==> src/rtl/cvita_hdr_parser_pkg.sv <==
// CVITA header field positions, packet-type codes and length helpers,
// shared by the header encoder and parser.
package cvita_pkg;

  localparam int PKT_TYPE_MSB = 63;
  localparam int PKT_TYPE_LSB = 62;
  localparam int HAS_TIME_BIT = 61;
  localparam int EOB_BIT      = 60;
  localparam int SEQNUM_MSB   = 59;
  localparam int SEQNUM_LSB   = 48;
  localparam int LEN_MSB      = 47;
  localparam int LEN_LSB      = 32;
  localparam int SRC_SID_MSB  = 31;
  localparam int SRC_SID_LSB  = 16;
  localparam int DST_SID_MSB  = 15;
  localparam int DST_SID_LSB  = 0;

  typedef enum logic [1:0] {
    DATA = 2'b00,
    FC   = 2'b01,
    CMD  = 2'b10,
    RESP = 2'b11
  } pkt_type_e;

  localparam logic [15:0] HDR_LEN_NOTIME = 16'd8;
  localparam logic [15:0] HDR_LEN_TIME   = 16'd16;

  typedef enum logic [1:0] {S_HDR, S_TIME, S_BODY, S_DROP} state_e;

  // Payload beats minus one; caller guarantees plen > 0.
  function automatic logic [15:0] beats_m1(input logic [15:0] plen);
    logic [16:0] c;
    c = ({1'b0, plen} + 17'd7) >> 3;
    return c[15:0] - 16'd1;
  endfunction

endpackage

==> src/rtl/cvita_hdr_parser.sv <==
// CVITA receive parser: registers header fields, forwards payload beats with
// enforced framing. Optional CVITA_HDR_PARSER_SEQ_CHECK_EN adds o_err_seq.
module cvita_hdr_parser
  import cvita_pkg::*;
#(
  parameter logic [15:0] MAX_LEN_BYTES = 16'hFFFF
) (
  input  logic        clk,
  input  logic        reset_n,
  input  logic [63:0] i_tdata,
  input  logic        i_tlast,
  input  logic        i_tvalid,
  output logic        i_tready,
  output logic [63:0] o_tdata,
  output logic        o_tlast,
  output logic        o_tvalid,
  input  logic        o_tready,
  output logic [1:0]  o_pkt_type,
  output logic        o_eob,
  output logic        o_has_time,
  output logic [11:0] o_seqnum,
  output logic [15:0] o_payload_length,
  output logic [15:0] o_src_sid,
  output logic [15:0] o_dst_sid,
  output logic [63:0] o_vita_time,
  output logic        o_hdr_stb,
`ifdef CVITA_HDR_PARSER_SEQ_CHECK_EN
  output logic        o_err_seq,
`endif
  output logic        o_err_len
);

  state_e      state_q, state_d;
  logic [15:0] cnt_q, cnt_d;
  logic [63:0] hdr_q, hdr_d;
  logic        stb_q, err_q, err_d;
  logic        pub;
  logic [63:0] pub_word, pub_time;
  logic [15:0] in_len, in_hlen, in_plen, pub_len;
  logic        in_ht;

  assign in_len  = i_tdata[LEN_MSB:LEN_LSB];
  assign in_ht   = i_tdata[HAS_TIME_BIT];
  assign in_hlen = in_ht ? HDR_LEN_TIME : HDR_LEN_NOTIME;
  assign in_plen = in_len - in_hlen;
  assign pub_len = pub_word[LEN_MSB:LEN_LSB] -
                   (pub_word[HAS_TIME_BIT] ? HDR_LEN_TIME : HDR_LEN_NOTIME);

  always_comb begin
    state_d  = state_q;
    cnt_d    = cnt_q;
    hdr_d    = hdr_q;
    err_d    = 1'b0;
    pub      = 1'b0;
    pub_word = i_tdata;
    pub_time = '0;
    i_tready = 1'b0;
    o_tvalid = 1'b0;
    o_tdata  = '0;
    o_tlast  = 1'b0;
    case (state_q)
      S_HDR: begin
        i_tready = 1'b1;
        if (i_tvalid) begin
          hdr_d = i_tdata;
          cnt_d = beats_m1(in_plen);
          if (in_len < in_hlen || in_len > MAX_LEN_BYTES || (i_tlast && in_ht)) begin
            err_d   = 1'b1;
            state_d = i_tlast ? S_HDR : S_DROP;
          end else if (in_ht) begin
            state_d = S_TIME;
          end else begin
            pub = 1'b1;
            if (in_len == HDR_LEN_NOTIME) begin
              if (!i_tlast) begin
                err_d   = 1'b1;
                state_d = S_DROP;
              end
            end else begin
              state_d = S_BODY;
            end
          end
        end
      end
      S_TIME: begin
        i_tready = 1'b1;
        if (i_tvalid) begin
          pub      = 1'b1;
          pub_word = hdr_q;
          pub_time = i_tdata;
          if (hdr_q[LEN_MSB:LEN_LSB] == HDR_LEN_TIME) begin
            err_d   = !i_tlast;
            state_d = i_tlast ? S_HDR : S_DROP;
          end else if (i_tlast) begin
            err_d   = 1'b1;
            state_d = S_HDR;
          end else begin
            state_d = S_BODY;
          end
        end
      end
      S_BODY: begin
        i_tready = o_tready;
        o_tvalid = i_tvalid;
        o_tdata  = i_tdata;
        o_tlast  = i_tlast || (cnt_q == '0);
        if (i_tvalid && o_tready) begin
          cnt_d = cnt_q - 16'd1;
          if (i_tlast) begin
            err_d   = (cnt_q != '0);
            state_d = S_HDR;
          end else if (cnt_q == '0) begin
            err_d   = 1'b1;
            state_d = S_DROP;
          end
        end
      end
      S_DROP: begin
        i_tready = 1'b1;
        if (i_tvalid && i_tlast) state_d = S_HDR;
      end
      default: state_d = S_HDR;
    endcase
    // Reset must hold off the upstream even though ready is combinational.
    if (!reset_n) i_tready = 1'b0;
  end

  always_ff @(posedge clk or negedge reset_n) begin
    if (!reset_n) begin
      state_q          <= S_HDR;
      cnt_q            <= '0;
      hdr_q            <= '0;
      stb_q            <= 1'b0;
      err_q            <= 1'b0;
      o_pkt_type       <= '0;
      o_eob            <= 1'b0;
      o_has_time       <= 1'b0;
      o_seqnum         <= '0;
      o_payload_length <= '0;
      o_src_sid        <= '0;
      o_dst_sid        <= '0;
      o_vita_time      <= '0;
    end else begin
      state_q <= state_d;
      cnt_q   <= cnt_d;
      hdr_q   <= hdr_d;
      stb_q   <= pub;
      err_q   <= err_d;
      // Fields only change together with the strobe so they stay stable
      // across the payload of their own packet.
      if (pub) begin
        o_pkt_type       <= pub_word[PKT_TYPE_MSB:PKT_TYPE_LSB];
        o_eob            <= pub_word[EOB_BIT];
        o_has_time       <= pub_word[HAS_TIME_BIT];
        o_seqnum         <= pub_word[SEQNUM_MSB:SEQNUM_LSB];
        o_payload_length <= pub_len;
        o_src_sid        <= pub_word[SRC_SID_MSB:SRC_SID_LSB];
        o_dst_sid        <= pub_word[DST_SID_MSB:DST_SID_LSB];
        o_vita_time      <= pub_time;
      end
    end
  end

  assign o_hdr_stb = stb_q;
  assign o_err_len = err_q;

`ifdef CVITA_HDR_PARSER_SEQ_CHECK_EN
  logic [11:0] exp_q;
  logic        seen_q, err_seq_q;

  always_ff @(posedge clk or negedge reset_n) begin
    if (!reset_n) begin
      exp_q     <= '0;
      seen_q    <= 1'b0;
      err_seq_q <= 1'b0;
    end else begin
      err_seq_q <= 1'b0;
      if (pub) begin
        err_seq_q <= seen_q && (pub_word[SEQNUM_MSB:SEQNUM_LSB] != exp_q);
        exp_q     <= pub_word[SEQNUM_MSB:SEQNUM_LSB] + 12'd1;
        seen_q    <= 1'b1;
      end
    end
  end

  assign o_err_seq = err_seq_q;
`endif

endmodule

==> config.mk <==
export PLATFORM = sky130hd
export DESIGN_NAME = cvita_hdr_parser
export DESIGN_NICKNAME = d
export VERILOG_FILES = /design/src/rtl/cvita_hdr_parser_pkg.sv /design/src/rtl/cvita_hdr_parser.sv
export SDC_FILE = /design/constraint.sdc
export NUM_CORES = 1
export LEC_CHECK = 0
export ABC_AREA = 1
export BUFFER_PORTS_ARGS = -buffer_cell sky130_fd_sc_hd__buf_2
export CORE_MARGIN = 5
export CORE_UTILIZATION = 54
export CTS_CLUSTER_DIAMETER = 60
export DETAILED_ROUTE_END_ITERATION = 10
export GPL_TIMING_DRIVEN = 0
export PLACE_DENSITY = 0.81
export SYNTH_ARGS = -nofsm -noshare
export SYNTH_HDL_FRONTEND = slang
export SYNTH_SLANG_ARGS = --single-unit
==> constraint.sdc <==
create_clock -name clk -period 3.35 [get_ports clk]
set_input_delay 0.335 -clock clk [delete_from_list [all_inputs] [get_ports clk]]
set_output_delay 0.335 -clock clk [all_outputs]
set_load 0.01 [all_outputs]
==> results.json <==
{
  "cts.sinks": 212,
  "drive_gt1_share_pct": 22.2,
  "ir_drop_v": 0.000420,
  "internal_power_uw": 6910,
  "netSwitchingPower_uw": 4830,
  "combPwrFrac_pct": 41.2,
  "synth_seq_area_share_pct": 50.2,
  "max_freq_mhz": 328,
  "h-tree-depth": 1,
  "clockBufferDepth": 3,
  "clkTransAtPathRegs_ns": 0.06,
  "period_minus_slack_ns": 3.05,
  "rsz0062_at_grt": "false",
  "grt_max_degree": 86,
  "dr.pass1.iters": 5,
  "rows": 51,
  "p_seq_share_pct": 37.8,
  "setup_viol": 0,
  "worstHoldPathType": "primary input to flop",
  "crit_path_end_kind": "primary output",
  "fin_cells": 1938,
  "diodes": 0,
  "avgSynthCellArea_um2": 7.73,
  "p_total_uw": 11700,
  "ant_nets": 0,
  "synth_edf_count": 0,
  "netlist_instances": 1368,
  "arrival_ns": 2.71,
  "clkLatencyLatePin_ns": 0.51,
  "cts-buffers-inserted": 23,
  "core_area_um2": 19400,
  "start_kind": "flop",
  "post-route-period-util_pct": 91.0,
  "fin_area_um2": 13000,
  "dieArea_um2": 22500,
  "grt_usage_pct": 29.0,
  "status": "finished, final reports clean",
  "yosys_warnings": 0,
  "die_h_um": 150,
  "synth-seq-cells": 212,
  "synthesis.nets": 1448,
  "num-nets-final": 1740,
  "via_per_inst": 5.40,
  "drc_errors": 0,
  "start_util_pct": 54.5,
  "root_buffer": "clkbuf_16",
  "fill_cells": 1693,
  "grt_overflow": 0,
  "cts_tree": "built",
  "power.leakage_uw": 0.00688,
  "routed_wl_mm": 33.0,
  "synth_area_um2": 10600,
  "synth-async-reset-ratio_pct": 100,
  "wl_per_cell_um": 17.0,
  "relSlewSlack_pct": 36.8,
  "drt-initial-drc-count": 802,
  "gp_congestion": 0.943,
  "ys.flop_type": "dfrtp_1",
  "hpwlAfterDp_mm": 25.0,
  "antenna_found_initial": 0,
  "power_density_nw_per_um2": 900,
  "max_cap_viol_count": 0,
  "ios": 266,
  "fin_skew_ns": 0.0142,
  "hold_viol": 0,
  "path_max_fanout": 3,
  "vias": 10500,
  "clkPwrFrac_pct": 21.1,
  "final_util_pct": 67.2,
  "area_delta_synth_final_pct": 23.4,
  "die_x_um": 150,
  "worstSetupPathType": "flop to primary output",
  "totalNegativeSetupSlack_ns": 0,
  "synthDistinctLibCells": 41,
  "slew_violations": 0,
  "placedCellCount": 1899,
  "grt_pass1_vias": 10100,
  "p_sw_share_pct": 41.1,
  "worst-slew-pin-transition_ns": 0.948,
  "critPathRequiredTime_ns": 3.01,
  "post_dp_cell_area_um2": 12300,
  "io_buffers": 264,
  "grt_pass1_wl_mm": 52.1
}
[cell usage after synthesis (all sizes together), types with 3 or more instances]
cell	count	area share, %
ha	9	1.1
xor2	9	0.75
nand2	386	14
clkbuf	50	1.8
xnor2	4	0.51
dfrtp	212	50
nor2	199	7.9
o21ai	181	8.6
inv	144	5.1
nand4	18	1.1
nand3	31	1.6
nor3	5	0.28
a31oi	62	3.7
a21oi	24	1.2
nor4	3	0.18
buf	17	0.88
[critical path, stage by stage (launching register included)]
cell and delay [ns]:
dfrtp_1 0.38, inv_1 0.09, ha_1 0.18, nand2_1 0.10, nor2_1 0.13, nand2_1 0.10
nor2_2 0.14, nand3_1 0.11, nor2_1 0.15, nand4_1 0.14, nand3b_1 0.22, ha_1 0.24
nor2_1 0.10, buf_2 0.13
[power by group through the flow]
stage,combinational (µW),clock (µW),sequential [µW]
floorplan,2490,0,4670
global placement,4650,0,4400
detailed placement,4790,0,4440
CTS,4830,2500,4410
global route,5380,2610,4560
finish,4830,2470,4430
[through the flow]
step / setup slack [ns] / hold slack, ns
CTS: 0.0274 / 0.0862
detailed placement: -0.157 / 0.264
floorplan: 0.739 / 0.0394
global placement: -1.64 / 0.460
finish: 0.302 / 0.0988
global route: 0.0157 / 0.0933
[flip-flops by register name, summed over array words and instances (netlist names)]
name	flops
hdr_q	64
o_pkt_type	2
cnt_q	16
o_src_sid	16
o_dst_sid	16
o_payload_length	16
o_hdr_stb	1
o_has_time	1
o_err_len	1
state_q	2
o_seqnum	12
o_vita_time	64
o_eob	1
[worst paths after layout]
check | from | to | slack (ns) | depth (start not counted)
max in group asynchronous | reset_n | cnt_q[14] | 1.90 | 4
min in group asynchronous | reset_n | o_vita_time[17] | 0.32 | 2
hold reg to reg | o_vita_time[12] | o_vita_time[12] | 0.48 | 2
hold / removal | i_tdata[26] | o_src_sid[10] | 0.1 | 3
setup / recovery | cnt_q[0] | o_tlast | 0.30 | 13
setup reg to reg | state_q[0] | o_payload_length[14] | 0.30 | 16
[cells by family (layout without fill, tap and decap cells)]
kind of cell | count (synthesis) | in the layout | share of synthesized area (%)
simple gates | 646 | 646 | 25.4
compound gates | 273 | 273 | 13.9
buf+inv | 213 | 518 | 7.84
flops | 212 | 212 | 50.2
xor+xnor | 13 | 13 | 1.25
fa+ha+maj | 11 | 11 | 1.44
[layer usage]
| metal | global-route usage (%) | vias up | wire (µm) |
|---|---|---|---|
| met1 | 37.8 | 4957 | 13200 |
| met3 | 4.94 | 77 | 2920 |
| met5 | 0 | - | 0 |
| met4 | 9.06 | 0 | 969 |
| li1 | - | 4969 | - |
| met2 | 49.8 | 470 | 15900 |
[area by class of cell]
| class | instances | area [µm²] | area share, % |
|---|---|---|---|
| Clock inverter | 8 | 96.3 | 0.739 |
| Clock buffer | 30 | 632 | 4.85 |
| Tap cell | 265 | 332 | 2.54 |
| Inverter | 146 | 548 | 4.20 |
| Timing Repair Buffer | 267 | 1400 | 10.7 |
| Sequential cell | 212 | 5310 | 40.7 |
| Multi-Input combinational cell | 943 | 4440 | 34.0 |
| Buffer | 67 | 290 | 2.23 |
[repair_timing]
action | 4_1_cts | 5_1_grt
hold buffers | 1 | 0
resized for setup | 1 | 12
hold endpoints to repair | 52 | 0
setup endpoints to repair | 7 | 8
setup buffers | 0 | 0
[layout by cell type (no fill, tap or decap), types with 2 or more instances in the layout]
master       n
nand2_1    373
buf_2      278
dfrtp_1    211
nor2_1     182
o21ai_0    169
inv_1      131
a31oi_1     62
clkbuf_1    51
nand3_1     28
a21oi_1     23
clkbuf_16   23
nand4_1     18
inv_2       13
nand2_2     11
o21ai_1     11
nor2_2      10
xor2_1       9
ha_1         9
nor2_4       6
nor3_1       4
clkinv_2     4
nor4_1       3
nand3_2      3
xnor2_1      3
clkbuf_8     3
clkbuf_4     2
nand3b_1     2
nand2_4      2
clkinv_1     2
a22oi_1      2
fa_1         2
bufinv_16    2
buf_16       2
Power figures use the tool's default switching activity.
